`config.mk`:
```
export PLATFORM = sky130hd
export DESIGN_NAME = dap_slv_ahb_bridge
export DESIGN_NICKNAME = d
export VERILOG_FILES = /design/src/rtl/dap_ahb_pkg.sv /design/src/rtl/dap_ahb_timeout.sv /design/src/rtl/dap_slv_ahb_bridge.sv
export SDC_FILE = /design/constraint.sdc
export NUM_CORES = 1
export LEC_CHECK = 0
export ABC_AREA = 0
export CAP_MARGIN = 10
export CORE_ASPECT_RATIO = 0.8
export CORE_MARGIN = 5
export CORE_UTILIZATION = 62
export DETAILED_ROUTE_END_ITERATION = 10
export DONT_BUFFER_PORTS = 1
export PLACE_DENSITY_LB_ADDON = 0.12
export SETUP_SLACK_MARGIN = 0.4
export SYNTH_ARGS = -nofsm -noshare
export SYNTH_HDL_FRONTEND = slang
export SYNTH_SLANG_ARGS = --single-unit
```
`constraint.sdc`:
```
create_clock -name DCLK -period 2.1 [get_ports DCLK]
set_clock_uncertainty 0.2 [all_clocks]
set_input_delay 0.42 -clock DCLK [delete_from_list [all_inputs] [get_ports DCLK]]
set_output_delay 0.42 -clock DCLK [all_outputs]
set_load 0.02 [all_outputs]
```
`src/rtl/dap_ahb_pkg.sv`:
```
// Shared types and constants for the debug AP slave-bus to AHB-Lite bridge.
package dap_ahb_pkg;

  typedef enum logic [2:0] {
    S_IDLE  = 3'd0,
    S_ADDR  = 3'd1,
    S_DATA  = 3'd2,
    S_RESP  = 3'd3,
    S_ERR   = 3'd4,
    S_DRAIN = 3'd5
  } state_e;

  localparam int         SLVTRANS_VALID_BIT = 1;
  localparam logic [1:0] HTRANS_IDLE        = 2'b00;
  localparam logic [1:0] HTRANS_NONSEQ      = 2'b10;

  localparam logic [1:0] SIZE_BYTE    = 2'b00;
  localparam logic [1:0] SIZE_HALF    = 2'b01;
  localparam logic [1:0] SIZE_WORD    = 2'b10;
  localparam logic [1:0] SIZE_ILLEGAL = 2'b11;

  localparam logic [3:0] HPROT_DEBUG = 4'b0011;

  // True when the size code is illegal or the address is not naturally aligned.
  function automatic logic req_illegal(logic [1:0] size, logic [1:0] addr_lo);
    logic bad;
    case (size)
      SIZE_BYTE:    bad = 1'b0;
      SIZE_HALF:    bad = addr_lo[0];
      SIZE_WORD:    bad = |addr_lo;
      SIZE_ILLEGAL: bad = 1'b1;
      default:      bad = 1'b1;
    endcase
    return bad;
  endfunction

endpackage

```
`src/rtl/dap_ahb_timeout.sv`:
```
// AHB wait-state counter for the bridge; flags the TIMEOUT_CYCLES-th consecutive stall cycle.
// Only instantiated when DAPAHB_TIMEOUT_EN is defined.
module dap_ahb_timeout #(
  parameter int TIMEOUT_CYCLES = 256,
  parameter int CNT_W          = 9
) (
  input  logic clk,
  input  logic rst_n,
  input  logic clr,
  input  logic inc,
  output logic expired
);

  logic [CNT_W-1:0] cnt_q;
  logic [CNT_W-1:0] cnt_d;

  localparam logic [CNT_W-1:0] CNT_LAST = CNT_W'(TIMEOUT_CYCLES - 1);
  localparam logic [CNT_W-1:0] CNT_MAX  = {CNT_W{1'b1}};

  always_comb begin
    cnt_d = cnt_q;
    if (clr) begin
      cnt_d = '0;
    end else if (inc && (cnt_q != CNT_MAX)) begin
      cnt_d = cnt_q + 1'b1;
    end
  end

  // Fires during the stall cycle that brings the count up to TIMEOUT_CYCLES.
  assign expired = inc && (cnt_q == CNT_LAST);

  always_ff @(posedge clk or negedge rst_n) begin
    if (!rst_n) begin
      cnt_q <= '0;
    end else begin
      cnt_q <= cnt_d;
    end
  end

endmodule

```
`src/rtl/dap_slv_ahb_bridge.sv`:
```
// Debug AP slave-bus responder: re-issues one AP access at a time as a single AHB-Lite transfer.
// Optional AHB stall timeout with bus drain is enabled by defining DAPAHB_TIMEOUT_EN.
module dap_slv_ahb_bridge #(
  parameter int TIMEOUT_CYCLES = 256,
  parameter int CNT_W          = 9
) (
  input  logic        DCLK,
  input  logic        APRESETn,
  input  logic        DEVICEEN,
  input  logic [31:0] SLVADDR,
  input  logic [31:0] SLVWDATA,
  input  logic [1:0]  SLVTRANS,
  input  logic        SLVWRITE,
  input  logic [1:0]  SLVSIZE,
  output logic [31:0] SLVRDATA,
  output logic        SLVREADY,
  output logic        SLVRESP,
  output logic [31:0] HADDR,
  output logic [1:0]  HTRANS,
  output logic        HWRITE,
  output logic [2:0]  HSIZE,
  output logic [3:0]  HPROT,
  output logic [31:0] HWDATA,
  input  logic [31:0] HRDATA,
  input  logic        HREADY,
  input  logic        HRESP
);

  import dap_ahb_pkg::*;

  state_e      state_q, state_d;
  logic [31:0] addr_q, addr_d;
  logic [31:0] wdata_q, wdata_d;
  logic        write_q, write_d;
  logic [1:0]  size_q, size_d;
  logic [31:0] rdata_q, rdata_d;
  logic        err_q, err_d;
  logic        tmo_q, tmo_d;

  logic        tmo_clr;
  logic        tmo_inc;
  logic        tmo_expired;
  logic        slv_ready;
  logic        unused_trans0;

  assign unused_trans0 = SLVTRANS[0];

`ifdef DAPAHB_TIMEOUT_EN
  dap_ahb_timeout #(
    .TIMEOUT_CYCLES(TIMEOUT_CYCLES),
    .CNT_W         (CNT_W)
  ) u_timeout (
    .clk    (DCLK),
    .rst_n  (APRESETn),
    .clr    (tmo_clr),
    .inc    (tmo_inc),
    .expired(tmo_expired)
  );
`else
  logic unused_tmo;
  assign unused_tmo  = tmo_clr ^ tmo_inc ^ (TIMEOUT_CYCLES > 0) ^ (CNT_W > 0);
  assign tmo_expired = 1'b0;
`endif

  always_comb begin
    state_d = state_q;
    addr_d  = addr_q;
    wdata_d = wdata_q;
    write_d = write_q;
    size_d  = size_q;
    rdata_d = rdata_q;
    err_d   = err_q;
    tmo_d   = tmo_q;
    tmo_clr = 1'b0;
    tmo_inc = 1'b0;

    case (state_q)
      S_IDLE: begin
        if (SLVTRANS[SLVTRANS_VALID_BIT]) begin
          addr_d  = SLVADDR;
          wdata_d = SLVWDATA;
          write_d = SLVWRITE;
          size_d  = SLVSIZE;
          rdata_d = '0;
          tmo_d   = 1'b0;
          if (!DEVICEEN || req_illegal(SLVSIZE, SLVADDR[1:0])) begin
            err_d   = 1'b1;
            state_d = S_ERR;
          end else begin
            err_d   = 1'b0;
            tmo_clr = 1'b1;
            state_d = S_ADDR;
          end
        end
      end

      // NONSEQ is held here while an earlier transfer's data phase stalls the bus.
      S_ADDR: begin
        if (HREADY) begin
          state_d = S_DATA;
        end else begin
          tmo_inc = 1'b1;
          if (tmo_expired) begin
            err_d   = 1'b1;
            rdata_d = '0;
            tmo_d   = 1'b1;
            state_d = S_RESP;
          end
        end
      end

      // The first cycle of a two-cycle ERROR has HREADY low and is absorbed as a wait.
      S_DATA: begin
        if (HREADY) begin
          err_d   = HRESP;
          rdata_d = (write_q || HRESP) ? '0 : HRDATA;
          state_d = S_RESP;
        end else begin
          tmo_inc = 1'b1;
          if (tmo_expired) begin
            err_d   = 1'b1;
            rdata_d = '0;
            tmo_d   = 1'b1;
            state_d = S_RESP;
          end
        end
      end

      S_RESP: begin
        state_d = tmo_q ? S_DRAIN : S_IDLE;
      end

      S_ERR: begin
        state_d = S_IDLE;
      end

      // The abandoned transfer still owns the bus until the slave finally completes it.
      S_DRAIN: begin
        if (HREADY) begin
          tmo_d   = 1'b0;
          state_d = S_IDLE;
        end
      end

      default: begin
        state_d = S_IDLE;
      end
    endcase
  end

  always_ff @(posedge DCLK or negedge APRESETn) begin
    if (!APRESETn) begin
      state_q <= S_IDLE;
      addr_q  <= '0;
      wdata_q <= '0;
      write_q <= 1'b0;
      size_q  <= 2'b00;
      rdata_q <= '0;
      err_q   <= 1'b0;
      tmo_q   <= 1'b0;
    end else begin
      state_q <= state_d;
      addr_q  <= addr_d;
      wdata_q <= wdata_d;
      write_q <= write_d;
      size_q  <= size_d;
      rdata_q <= rdata_d;
      err_q   <= err_d;
      tmo_q   <= tmo_d;
    end
  end

  assign slv_ready = (state_q == S_RESP) || (state_q == S_ERR);

  assign SLVREADY = slv_ready;
  assign SLVRESP  = slv_ready & err_q;
  assign SLVRDATA = slv_ready ? rdata_q : '0;

  assign HTRANS = (state_q == S_ADDR) ? HTRANS_NONSEQ : HTRANS_IDLE;
  assign HADDR  = addr_q;
  assign HWRITE = write_q;
  assign HSIZE  = {1'b0, size_q};
  assign HPROT  = HPROT_DEBUG;
  assign HWDATA = wdata_q;

endmodule

```
==> impl_metrics.yaml, run 1 <==
place:
  gp_congestion: 0.737
  place_area_um2: 4360
  port-buffer-count: 0
  post-dp-hpwl_mm: 6.54
clocking:
  cts_max_level: 3
  cts_buffers: 9
  cts-root-buf: "clkbuf_8"
  clock-sinks: 103
  clock_path_buffers: 2
  holdBufCountCts: 94
  cts_resized: 96
  cts_setup_buffers: 15
run_status:
  stop_stage: "clock tree synthesis (4_1_cts)"
  outcome: "did not finish"
  error_line: "[ERROR DPL-0033] detailed placement checks failed during check placement."
logic_synthesis:
  synth_top_area_cell: "dfrtp_1"
  postSynth.asyncResetShare: 1.00
  synth_edf_count: 0
  synth_top_area_frac: 0.624
  syn_area_per_cell_um2: 14.5
  netlist_top_cells_area: "dfrtp_1 (62%), mux2_2 (16%), a22o_1 (7.0%)"
  yosysWarnings: 0
  synth_area_um2: 4130
  ys_ff_latch: 103
  ys_top_cells_by_count: "dfrtp_1 (103), mux2_2 (60), a22o_1 (33), and2_1 (33), buf_2 (13)"
  synth_seq_area_share: 0.624
  synth_cell_types: 22
  synth-main-ff-cell: "dfrtp_1"
  yosysMostFrequentCell: "dfrtp_1"
  netlist_instances: 285
die:
  initial_core_util: 0.641
  io_pins: 214
  die_h_um: 83
  fp.dieW_um: 101
  row_count: 26
## cell families after synthesis
kind of cell           after synthesis  share of synthesized area
AOI/OAI and AO/OA                   39                     0.0797
buffers and inverters               24                     0.0330
DFF                                103                      0.624
muxes                               68                      0.185
other                                2                    0.00182
and+or+nand+nor                     49                     0.0760
## metrics by stage
step                      std cells  setup slack [ps]
after floorplan                 289               315
after global placement          359               196
after detailed placement        359               168
==> run 2: changes to the inputs <==
--- a/config.mk
+++ b/config.mk
@@ -7,13 +7,11 @@
 export LEC_CHECK = 0
 export ABC_AREA = 0
 export CAP_MARGIN = 10
-export CORE_ASPECT_RATIO = 0.8
 export CORE_MARGIN = 5
-export CORE_UTILIZATION = 62
+export CORE_UTILIZATION = 40
 export DETAILED_ROUTE_END_ITERATION = 10
 export DONT_BUFFER_PORTS = 1
-export PLACE_DENSITY_LB_ADDON = 0.12
-export SETUP_SLACK_MARGIN = 0.4
+export PLACE_DENSITY_LB_ADDON = 0.15
 export SYNTH_ARGS = -nofsm -noshare
 export SYNTH_HDL_FRONTEND = slang
 export SYNTH_SLANG_ARGS = --single-unit
==> run 2 against run 1 <==
  * The flow now finishes, with violations (hold timing, setup timing)
  * Synthesized cell count did not move
  * Synthesized area did not move
==> impl_metrics.yaml, run 2 <==
pwr:
  p_leak_uw: 0.00250
  peakVddDrop_mv: 0.721
  power_uw: 7870
  power_density_nw_per_um2: 1380
timing:
  maxSlewViolCount: 0
  timing.final.ws_setup_ps: -81.6
  holdWs_ps: -456
  setup_violations: 33
  fmax_mhz: 458
  slew-limit-headroom: 0.673
  tightest_slew_ps: 485
  rsz0062_at_grt: "yes"
  min_period_over_period: 1.04
  finalCriticalPeriod_ps: 2180
  hold_viol: 103
cells_and_area:
  fill_cells: 777
  multi_input_area_um2: 1540
  diodes: 0
  final_util: 0.561
  final_common_cell: "dfrtp_1"
  area_growth_pct: 38.4
  drive_gt1_frac: 0.353
  mostFrequentLayoutCells: "dfrtp_1 (100), dlygate4sd3_1 (94), mux2_2 (60)"
  nets: 498
  fin_area_um2: 5720
  seqCellArea_um2: 2580
clocking:
  cts_tree: "done"
  cts_buffers: 9
  cts_max_level: 3
  clock_path_buffers: 2
  clock-sinks: 103
  path_clk_slew_ps: 100
  clkLatencyLatePin_ps: 350
  cts-root-buf: "clkbuf_8"
route:
  wire_per_inst_um: 20.0
  dr.pass1.iters: 4
  vias: 2709
  post-route-drc-count: 0
  finalWirelength_mm: 10.7
  ant_nets: 0
  vias_per_cell: 5.08
  drt-initial-drc-count: 107
run_status:
  failed_checks: "hold timing, setup timing"
  outcome: "finished with violations"
die:
  row_count: 37
  io_pins: 214
  fp.dieW_um: 112
  dieArea_um2: 12500
  core_area_um2: 10200
  initial_core_util: 0.406
  die_h_um: 112
logic_synthesis:
  ys_ff_latch: 103
  ys_top_cells_by_count: "dfrtp_1 (103), mux2_2 (60), a22o_1 (33), and2_1 (33), buf_2 (13)"
  synth_seq_area_share: 0.624
  synth_top_area_frac: 0.624
  synth_edf_count: 0
  syn_area_per_cell_um2: 14.5
  synth_cell_types: 22
  synth_top_area_cell: "dfrtp_1"
  synth-main-ff-cell: "dfrtp_1"
  postSynth.asyncResetShare: 1.00
  yosysWarnings: 0
  synth_area_um2: 4130
  netlist_instances: 285
  yosysMostFrequentCell: "dfrtp_1"
  netlist_top_cells_area: "dfrtp_1 (62%), mux2_2 (16%), a22o_1 (7.0%)"
critical_path:
  reg2reg_slack_ps: 60
  timing.rr.start: "state_q[1]"
  r2r_end: "HADDR[14]"
  startpoint: "state_q[0]"
  cp_cell_sequence: "nand2b_4, o22ai_4, buf_12, clkbuf_16, and2_4"
  cp-end-kind: "output pin"
  startpoint_type: "flip-flop"
  crit_arrival_ps: 1560
  worstPathMaxFanout: 8
  critical_path_required_ps: 1480
  max_stage_delay_ps: 450
  reg2reg_depth: 6
  path_class: "reg -> out"
  slowest_stage: "dfrtp_2"
place:
  place_area_um2: 4280
  place_ws_ps: 125
  port-buffer-count: 0
  gp_congestion: 0.712
  post-dp-hpwl_mm: 6.16
run:
  maxCapViolCount: 0
global_route:
  grt_max_degree: 104
  grt_usage: 0.166
  grt_pass1_wl_mm: 16.7
  grt_overflow: 0
  antenna_found_initial: 0
  grt_pass1_vias: 3081
min_path:
  hp-class: "in -> async"
-- run 2: cell counts after synthesis --
No cell type changed its count.
-- run 2: through the flow --
stage                     cells  setup TNS, ps  hold slack, ps
after global placement      409              0           -72.7
final                       533          -2350            -456
after floorplan             289              0           -75.6
after detailed placement    409              0           -72.7
after global routing        533          -4920            -486
after CTS                   527          -3070            -478
-- run 2: cell families (layout without fill, tap and decap cells) --
| kind of cell | after synthesis | after routing | share of synthesized area |
|---|---|---|---|
| flip-flops | 103 | 103 | 0.624 |
| multiplexers | 68 | 68 | 0.185 |
| AND/OR/NAND/NOR | 49 | 49 | 0.0760 |
| AO/OA/AOI/OAI | 39 | 39 | 0.0797 |
| buffers and inverters | 24 | 132 | 0.0330 |
| other | 2 | 6 | 0.00182 |
-- run 2: worst max-delay path by stage --
stage / slack, ps / end / cells past startpoint
floorplan: 80 / SLVRDATA[22] / 5
global placement: 150 / HWDATA[30] / 3
detailed placement: 130 / HADDR[23] / 3
CTS: -100 / SLVRDATA[18] / 5
global route: -160 / SLVRDATA[20] / 5
finish: -80 / SLVRDATA[29] / 5
-- run 2: per-layer routing --
metal / share of wire / wire length, um / GRT usage
met5: 0 / 0 / 0
met3: 0.094 / 1010 / 0.0636
met1: 0.41 / 4320 / 0.197
met2: 0.49 / 5190 / 0.278
met4: 0.013 / 138 / 0.0543
-- run 2: layout make-up --
| cell class | count | share of cell area |
|---|---|---|
| Tap cell | 136 | 0.0298 |
| Timing Repair Buffer | 116 | 0.212 |
| Clock inverter | 6 | 0.0134 |
| Clock buffer | 10 | 0.0241 |
| Sequential cell | 103 | 0.452 |
| Multi-Input combinational cell | 162 | 0.270 |
-- run 2: where the power goes --
part / internal (uW) / total (uW) / leakage (uW) / switching (uW)
clock network: 603 / 1300 / 0.000109 / 693
logic: 1410 / 2400 / 0.00112 / 991
registers: 2750 / 4170 / 0.00128 / 1420
-- run 2: worst max-delay path: cells and delay by family (launching register included) --
kind,cells,cell delay [ps]
flops,1,450
simple gates,2,330
buf+inv,2,290
compound gates,1,150
-- run 2: repair_timing --
action / in CTS / in global routing
endpoints found under the hold margin: 196 / 104
pin swaps: 11 / 16
setup buffers: 7 / 5
resized for setup: 76 / 8
setup endpoints to repair: 33 / 47
cloned: 2 / 2
hold buffers: 93 / 1
Power figures use the tool's default switching activity.
==> run 3: changes to the inputs <==
--- a/config.mk
+++ b/config.mk
@@ -11,7 +11,7 @@
 export CORE_UTILIZATION = 40
 export DETAILED_ROUTE_END_ITERATION = 10
 export DONT_BUFFER_PORTS = 1
-export PLACE_DENSITY_LB_ADDON = 0.15
+export PLACE_DENSITY = 0.62
 export SYNTH_ARGS = -nofsm -noshare
 export SYNTH_HDL_FRONTEND = slang
 export SYNTH_SLANG_ARGS = --single-unit
==> run 3 against run 2 <==
  * The flow still finishes with violations (hold timing, setup timing)
  * Register-to-register slack improved by 30 ps
  * Sequential power barely moved
  * Final cell count fell by 0.19%
  * Worst setup slack got worse by 1.4 ps
  * Global-route usage rose by 0.13 points
  * Clock power fell by 5%
  * Power fell by 3.2%
  * Die area did not move
  * Fmax barely moved
  * Clock-buffer cell count fell by 1
  * Routed wire length fell by 1.4%
  * Core utilization fell by 0.47 points
  * Largest cell class unchanged
==> impl_metrics.yaml, run 3 (synthesis results as in run 2) <==
clocking:
  cts_max_level: 3
  cts_buffers: 9
  path_clk_slew_ps: 100
  clock_path_buffers: 2
  clock-sinks: 103
  cts_tree: "done"
  clkLatencyLatePin_ps: 350
  cts-root-buf: "clkbuf_8"
critical_path:
  slowest_stage: "dfrtp_2"
  crit_path_frequent_cell: "buf_12"
  r2r_end: "HADDR[7]"
  timing.rr.start: "state_q[1]"
  startpoint_type: "flip-flop"
  critical_path_required_ps: 1480
  cpLargestDelayFamily: "flip-flops"
  cp-endpoint: "SLVRDATA[1]"
  cp-end-kind: "output pin"
  worst-path-buf-inv: 3
  worstPathMaxFanout: 10
  cp_cell_sequence: "buf_12, o22ai_4, buf_6, buf_12, and2_4"
  crit_cells: 5
  max_stage_delay_ps: 450
  path_class: "reg -> out"
  crit_arrival_ps: 1560
  reg2reg_depth: 4
  reg2reg_slack_ps: 90
  startpoint: "state_q[1]"
global_route:
  grtUsageMet1: 0.189
  antenna_found_initial: 0
  grt_overflow: 0
  use_met2: 0.282
  globalRouteMet3Util: 0.0826
  top_usage_layer: "met2"
  grt_max_degree: 104
  grt_usage: 0.167
  grt_pass1_vias: 3013
  grt_pass1_wl_mm: 16.7
die:
  dieArea_um2: 12500
  io_pins: 214
  initial_core_util: 0.406
  row_count: 37
  die_h_um: 112
  core_area_um2: 10200
  fp.dieW_um: 112
place:
  post-dp-hpwl_mm: 6.21
  gp_congestion: 0.754
  port-buffer-count: 0
cells_and_area:
  nets: 498
  diodes: 0
  mostFrequentLayoutCells: "dfrtp_1 (100), dlygate4sd3_1 (99), mux2_2 (60)"
  area_growth_pct: 37.3
  final_common_cell: "dfrtp_1"
  drive_gt1_frac: 0.336
  final_util: 0.557
run_status:
  failed_checks: "hold timing, setup timing"
  outcome: "finished with violations"
pwr:
  power_density_nw_per_um2: 1340
  p_leak_uw: 0.00247
  peakVddDrop_mv: 0.680
timing:
  min_period_over_period: 1.04
  maxSlewViolCount: 0
  tightest_slew_ps: 583
  setup_violations: 25
  fmax_mhz: 458
  rsz0062_at_grt: "yes"
  hold_viol: 103
  slew-limit-headroom: 0.607
  timing.final.ws_setup_ps: -82.9
  finalCriticalPeriod_ps: 2180
  holdWs_ps: -453
route:
  drt-initial-drc-count: 138
  finalWirelength_mm: 10.5
  post-route-drc-count: 0
  wire_per_inst_um: 19.7
  dr.pass1.iters: 4
  vias_per_cell: 5.10
  vias: 2713
  ant_nets: 0
run:
  maxCapViolCount: 0
min_path:
  hp-class: "in -> async"
[run 3: metal layers]
layer  vias up  share of wire
met5         -              0
met4         0          0.011
met3        11           0.11
met2       144           0.50
met1      1357           0.38
li1       1201              -
[run 3: worst register-to-register path, stage by stage, from the launching register on]
cell,delay (ps)
dfrtp_2,450
buf_4,150
nor4b_4,370
buf_12,300
mux2_2,420
[run 3: area by class of cell]
class,instances,area (um^2)
Timing Repair Buffer,116,1180
Multi-Input combinational cell,162,1550
Clock buffer,9,124
Clock inverter,6,68.8
Tap cell,136,170
Sequential cell,103,2580
Fill cell,831,4520
[run 3: timing repair]
item / CTS / global route
setup endpoints to repair: 34 / 33
endpoints found under the hold margin: 198 / 107
gates resized for setup: 76 / 3
hold buffers: 95 / 4
setup buffers: 9 / 1
cloned: 2 / 0
pin swaps: 9 / 8
[run 3: worst min path at each step]
| stage | to | slack, ps | cells after the start |
|---|---|---|---|
| after global placement | rdata_q[27] | -70 | 0 |
| after floorplan | HADDR[0] | -80 | 0 |
| after detailed placement | rdata_q[22] | -70 | 0 |
| final | rdata_q[22] | -450 | 0 |
| after CTS | rdata_q[22] | -480 | 0 |
| after global routing | rdata_q[22] | -500 | 0 |
[run 3: per-stage QoR]
step           setup slack, ps  instances  TNS (ps)  total power, uW  cell area, um^2
2_1_floorplan             84.9        289         0             5470             4150
3_5_place_dp               189        408         0             5970             4280
4_1_cts                  -79.4        529     -2370             7740             5650
6_report                 -82.9        532     -1580             7620             5670
3_3_place_gp               206        408         0             5890             4280
5_1_grt                   -168        532     -4280             8030             5670
[run 3: power by group]
group / switching (uW) / internal, uW / total (uW)
registers: 1420 / 2750 / 4170
clock network: 676 / 556 / 1230
logic: 936 / 1280 / 2210
